File: config.mk
export PLATFORM = sky130hd
export DESIGN_NAME = feistel_round_ctrl
export DESIGN_NICKNAME = d
export VERILOG_FILES = /design/src/rtl/feistel_pkg.sv /design/src/rtl/feistel_cells.sv /design/src/rtl/feistel_key_sel.sv /design/src/rtl/feistel_round_ctrl.sv
export SDC_FILE = /design/constraint.sdc
export NUM_CORES = 1
export LEC_CHECK = 0
export BUFFER_PORTS_ARGS = -buffer_cell sky130_fd_sc_hd__buf_2
export CAP_MARGIN = 10
export CORE_ASPECT_RATIO = 0.6
export CORE_MARGIN = 3
export CORE_UTILIZATION = 35
export CTS_BUF_LIST = sky130_fd_sc_hd__clkbuf_8
export DETAILED_ROUTE_END_ITERATION = 10
export PLACE_DENSITY = 0.67
export SETUP_SLACK_MARGIN = 0.05
export SYNTH_ARGS = -nofsm -noshare
export SYNTH_HDL_FRONTEND = slang
export SYNTH_SLANG_ARGS = --single-unit
File: constraint.sdc
create_clock -name CLK -period 6.1 [get_ports CLK]
set_input_delay 0.61 -clock CLK [delete_from_list [all_inputs] [get_ports CLK]]
set_output_delay 0.61 -clock CLK [all_outputs]
set_load 0.05 [all_outputs]
File: src/rtl/feistel_pkg.sv
// Shared types, widths and the round function for the Feistel round engine.
package feistel_pkg;
   typedef enum logic [1:0] {IDLE = 2'd0, RUN = 2'd1, DONE = 2'd2} state_t;

   localparam int BLOCK_W = 64;
   localparam int KEY_W   = 256;
   localparam int RK_W    = 32;
   localparam int NKEYS   = 8;

   // Mixing function applied to one half; need not be invertible.
   function automatic logic [RK_W-1:0] round_f(input logic [RK_W-1:0] x, input logic [RK_W-1:0] k);
      logic [RK_W-1:0] t;
      t = x + k;
      return {t[RK_W-6:0], t[RK_W-1:RK_W-5]} ^ x ^ 32'h9E37_79B9;
   endfunction
endpackage

File: src/rtl/feistel_cells.sv
// Combinational Feistel round cells: fcell encrypts one round, ifcell undoes it.
module fcell
   import feistel_pkg::*;
(
   input  logic [BLOCK_W-1:0] din,
   input  logic [RK_W-1:0]    rk,
   output logic [BLOCK_W-1:0] dout
);
   assign dout = {din[RK_W-1:0], din[BLOCK_W-1:RK_W] ^ round_f(din[RK_W-1:0], rk)};
endmodule

module ifcell
   import feistel_pkg::*;
(
   input  logic [BLOCK_W-1:0] din,
   input  logic [RK_W-1:0]    rk,
   output logic [BLOCK_W-1:0] dout
);
   assign dout = {din[RK_W-1:0] ^ round_f(din[BLOCK_W-1:RK_W], rk), din[BLOCK_W-1:RK_W]};
endmodule

File: src/rtl/feistel_key_sel.sv
// Round-key selection: forward order K0..K7 repeated, last eight rounds reversed.
module feistel_key_sel
   import feistel_pkg::*;
#(
   parameter int ROUNDS = 32,
   parameter int CW     = $clog2(ROUNDS)
)(
   input  logic [KEY_W-1:0] key,
   input  logic [CW-1:0]    rnd,
   input  logic             mode,
   output logic [RK_W-1:0]  rk
);
   localparam logic [CW-1:0] LAST = CW'(ROUNDS - 1);

   logic [CW-1:0] er;
   logic [2:0]    widx;

   // Decrypt walks the encrypt schedule backwards.
   always_comb begin
      er = mode ? (LAST - rnd) : rnd;
      if (32'(er) < 32'(ROUNDS - NKEYS)) widx = er[2:0];
      else                               widx = 3'd7 - er[2:0];
      rk = key[{widx, 5'd0} +: RK_W];
   end
endmodule

File: src/rtl/feistel_round_ctrl.sv
// Iterative Feistel engine: one round per clock, valid/ready on both sides.
module feistel_round_ctrl
   import feistel_pkg::*;
#(
   parameter  int ROUNDS = 32,
   localparam int CW     = $clog2(ROUNDS)
)(
   input  logic               CLK,
   input  logic               RST_N,
   input  logic               IN_VALID,
   output logic               IN_READY,
   input  logic               MODE,
   input  logic [BLOCK_W-1:0] IN,
   input  logic [KEY_W-1:0]   KEY,
   output logic               OUT_VALID,
   input  logic               OUT_READY,
   output logic [BLOCK_W-1:0] OUT,
   output logic               BUSY
);
   state_t             state_q, state_d;
   logic [CW-1:0]      cnt_q;
   logic [BLOCK_W-1:0] blk_q, enc, dec, nxt;
   logic [KEY_W-1:0]   key_q;
   logic               mode_q, live_q, accept, last;
   logic [RK_W-1:0]    rk;

   feistel_key_sel #(.ROUNDS(ROUNDS), .CW(CW)) u_key_sel (
      .key(key_q), .rnd(cnt_q), .mode(mode_q), .rk(rk)
   );
   fcell  u_fcell  (.din(blk_q), .rk(rk), .dout(enc));
   ifcell u_ifcell (.din(blk_q), .rk(rk), .dout(dec));

   assign nxt    = mode_q ? dec : enc;
   assign last   = (cnt_q == CW'(ROUNDS - 1));
   assign accept = IN_VALID && IN_READY;

   always_comb begin
      state_d = state_q;
      case (state_q)
         IDLE:    if (accept)    state_d = RUN;
         RUN:     if (last)      state_d = DONE;
         DONE:    if (OUT_READY) state_d = IDLE;
         default:                state_d = IDLE;
      endcase
   end

   always_ff @(posedge CLK or negedge RST_N) begin
      if (!RST_N) state_q <= IDLE;
      else        state_q <= state_d;
   end

   // live_q keeps IN_READY low while reset is held without mixing RST_N into data paths.
   always_ff @(posedge CLK or negedge RST_N) begin
      if (!RST_N) begin
         live_q <= 1'b0;
         cnt_q  <= '0;
         blk_q  <= '0;
         key_q  <= '0;
         mode_q <= 1'b0;
      end else begin
         live_q <= 1'b1;
         if (accept) begin
            blk_q  <= IN;
            key_q  <= KEY;
            mode_q <= MODE;
            cnt_q  <= '0;
         end else if (state_q == RUN) begin
            blk_q <= nxt;
            if (!last) cnt_q <= cnt_q + CW'(1);
         end
      end
   end

   assign IN_READY  = live_q && (state_q == IDLE);
   assign OUT_VALID = (state_q == DONE);
   assign OUT       = blk_q;
   assign BUSY      = (state_q == RUN) || (state_q == DONE);
endmodule

==> results.cfg <==
[run_status]
outcome = finished, final reports clean

[worst_setup_path]
rr_startpoint = cnt_q[3]
critPathKind = flop to flop
worstPathCellList = maj3_1 -> xnor2_2 -> buf_12 -> mux4_2 -> mux2_2 -> ha_1 -> a21o_1 -> a21oi_1 -> nand4_1 -> and3_1 -> a41oi_1 -> o21ai_0 -> xor2_1 -> mux2i_1 -> o31ai_1 -> o22a_1
critical_path.reg2reg.endpoint = OUT[58]
timing.reg2reg.worst_path_depth = 16
cp_data_arrival_time_ns = 6.15
timing.critical_path.slowest_stage_cell = mux4_2
worst-r2r-setup-slack_ns = 0.50
crit_buf_inv = 1
worstPathRequired_ns = 6.65
critPathMaxFanout = 44
crit_path_max_incr_delay_ns = 0.59
critPathCaptureType = flop
crit_path_leading_delay_family = compound AO/OA/AOI/OAI gates
worst_setup_path_start_kind = flop

[cts]
cts_buffers = 55
cts_root_buf = clkbuf_8
clock_tree_from_tritoncts = yes
clock_path_buffers = 3
clk_pin_slew_ns = 0.08
cts-resized-gates = 0
cts_max_level = 2
clock_latency_ns = 0.68
count_of_clock_tree_sinks = 329

[placement]
post-dp-hpwl_mm = 56.9
detailed_place.area_um2 = 23500
gp_congestion = 0.953
buffer_ports.inserted = 391

[worst_hold_path]
whs_path_cells = 3
worstHoldStart = KEY[181]
hold_path.class = input port to flop
hold-path-endpoint = key_q[181]

[layout]
n_fill_cell = 5900
area_growth_pct = 18.6
final_area_um2 = 24700
final_nets = 3183
fin_util_pct = 42.5
layout-drive-gt1-share_pct = 22.2

[logic_synthesis]
share_of_the_synthesized_area_in_the_top_cell_type_pct = 39.5
post_synth_instance_area_um2 = 20800
synth-edff-count = 0
syn_area_per_cell_um2 = 8.47
synth_seq_cells = 329
yosysSeqAreaShare_pct = 39.5
synth.largest_area_cell = dfrtp_1
yosys_most_used_dff = dfrtp_1
synth_cell_type_count = 78
synth-warning-count = 0
post_synth_main_area_contributors = dfrtp_1 39%, nand2_1 16%, mux4_2 7.2%
synth_async_sr_flop_share_pct = 100
netlist_instances = 2462
postSynthNetCount = 2864

[routing]
via_count = 19600
detail_route.wirelength_mm = 76.6
antenna_left = 0
drt-pass1-iter-count = 7
routed_wire_per_std_cell_um = 21.3
drc_marker_count_from_the_first_detailed_route_iteration = 2164
detail_route.vias_per_cell = 5.44
route.detailed.drc = 0

[floorplan]
die_w_um = 321
boundary_pin_count = 392
design.core.area_um2 = 58200
initial_core_util_pct = 35.8
fp.dieH_um = 195
placementRows = 68
floorplan.die_area_um2 = 62600

[timing]
setup_total_negative_slack_ns = 0
rsz0062_at_grt = false
final-hold-violation-count = 0
setup-violations-final = 0
worst_slew_margin_rel_pct = 12.1
clock_skew_ns = 0.0368
worst_pin_slew_ns = 1.32
finalCriticalPeriod_ns = 5.60
layout_worst_path_cycle_share_pct = 91.8
drv_slew = 0
timing.hold.ws_ns = 0.124
fmaxAchievable_mhz = 179

[job]
cap_viol_max_count = 0

[global_route]
grt_overflow_total = 0
grt_pass1_vias = 18100
antenna_found_initial = 11
grt_util_all_layers_pct = 23.9
largest_net_degree_at_the_start_of_global_routing = 238
grt_first_pass_wirelength_mm = 115
-- worst reg2reg max path: cells and delay by family (launching register included) --
family | cells | cell delay, ns
compound gates | 6 | 1.53
mux | 3 | 1.24
fa+ha+maj | 2 | 0.87
xor+xnor | 2 | 0.65
simple gates | 2 | 0.45
flops | 1 | 0.40
buf+inv | 1 | 0.35
-- metrics by stage --
step | worst slack [ns] | std cells
after floorplan | 0.892 | 2462
after global placement | 0.597 | 3493
after detailed placement | 0.502 | 3493
after CTS | 0.481 | 3593
after global routing | 0.178 | 3593
final | 0.503 | 3594
-- worst max path at each step --
stage / startpoint / cells past startpoint / slack, ns / to
after floorplan: cnt_q[4] / 18 / 0.89 / OUT[63]
after global placement: cnt_q[4] / 18 / 0.60 / OUT[61]
after detailed placement: cnt_q[4] / 18 / 0.50 / OUT[63]
after CTS: cnt_q[3] / 18 / 0.48 / OUT[63]
after global routing: cnt_q[3] / 18 / 0.18 / OUT[61]
final: cnt_q[3] / 16 / 0.50 / OUT[58]
-- synth_stat cells, types with 7 or more instances --
cell type and number:
ha_1 75, inv_1 34, o21ai_0 76, a21oi_1 112
nand3_1 53, dfrtp_1 329, xor2_1 28, xnor2_1 39
o21a_1 16, nand4_1 16, and3_1 24, nand2b_1 13
clkbuf_1 124, o211ai_1 13, mux2i_1 47, a211oi_1 11
nor2b_1 7, nand2_1 912, mux2_2 42, buf_2 12
mux4_2 67, a32oi_1 9, o31ai_1 14, nor2_1 117
nor4_1 9, a21o_1 48, nor3_1 30, a31oi_1 27
buf_1 11, or3_1 18
-- registers in the layout, indices dropped and copies added, names as in the netlist --
signal,cells
OUT,64
cnt_q,5
key_q,256
live_q,1
mode_q,1
state_q,2
-- cell usage in the layout (no fill, tap or decap), types with 16 or more instances in the layout --
cell type	synthesis	final
a31oi_1	27	27
clkbuf_8	0	69
nand3_1	53	53
mux2i_1	47	47
inv_1	34	47
nand2_1	912	911
a21o_1	48	48
buf_2	12	390
nor3_1	30	30
o21ai_0	76	76
and3_1	24	23
nor2_1	117	117
dfrtp_1	329	328
ha_1	75	74
xnor2_1	39	36
nand4_1	16	16
a21oi_1	112	112
mux4_2	67	67
o21a_1	16	16
xor2_1	28	28
or3_1	18	18
mux2_2	42	42
-- kinds of logic (layout without fill, tap and decap cells) --
| group | after synthesis | count (layout) | share of synthesized area (%) |
|---|---|---|---|
| other | 1 | 2 | 0.0180 |
| AND/OR/NAND/NOR | 1230 | 1230 | 24.3 |
| XOR/XNOR | 67 | 67 | 2.81 |
| AO/OA/AOI/OAI | 417 | 417 | 13.4 |
| adder cells (fa/ha/maj) | 78 | 78 | 4.74 |
| buffers and inverters | 184 | 545 | 3.43 |
| multiplexers | 156 | 156 | 11.8 |
| flip-flops | 329 | 329 | 39.5 |
-- what timing repair did --
item	4_1_cts	5_1_grt
buffers inserted	0	0
hold buffers	1	0
endpoints found under the hold margin	74	0
-- routing by layer --
metal	GRT usage (%)	vias to the layer above	part of all wire [%]
met5	0	-	0.15
li1	-	9173	-
met2	32.6	865	40
met3	7.76	105	11
met4	4.93	20	1.9
met1	36.6	9402	47
-- final cells by class --
| class | count | area [µm²] | share of cell area [%] |
|---|---|---|---|
| flip-flops and latches | 329 | 8230 | 33.3 |
| clock buffers | 69 | 950 | 3.84 |
| clock inverters | 30 | 303 | 1.23 |
| well taps | 770 | 963 | 3.90 |
| multi-input cells | 1949 | 11900 | 48.3 |
| repair buffers | 412 | 2190 | 8.86 |
| inverters | 34 | 128 | 0.516 |
| diodes | 1 | 2.50 | 0.0101 |
Power is not shown: default switching activity piles up to over one toggle a cycle in this logic, so the estimate is an artifact.
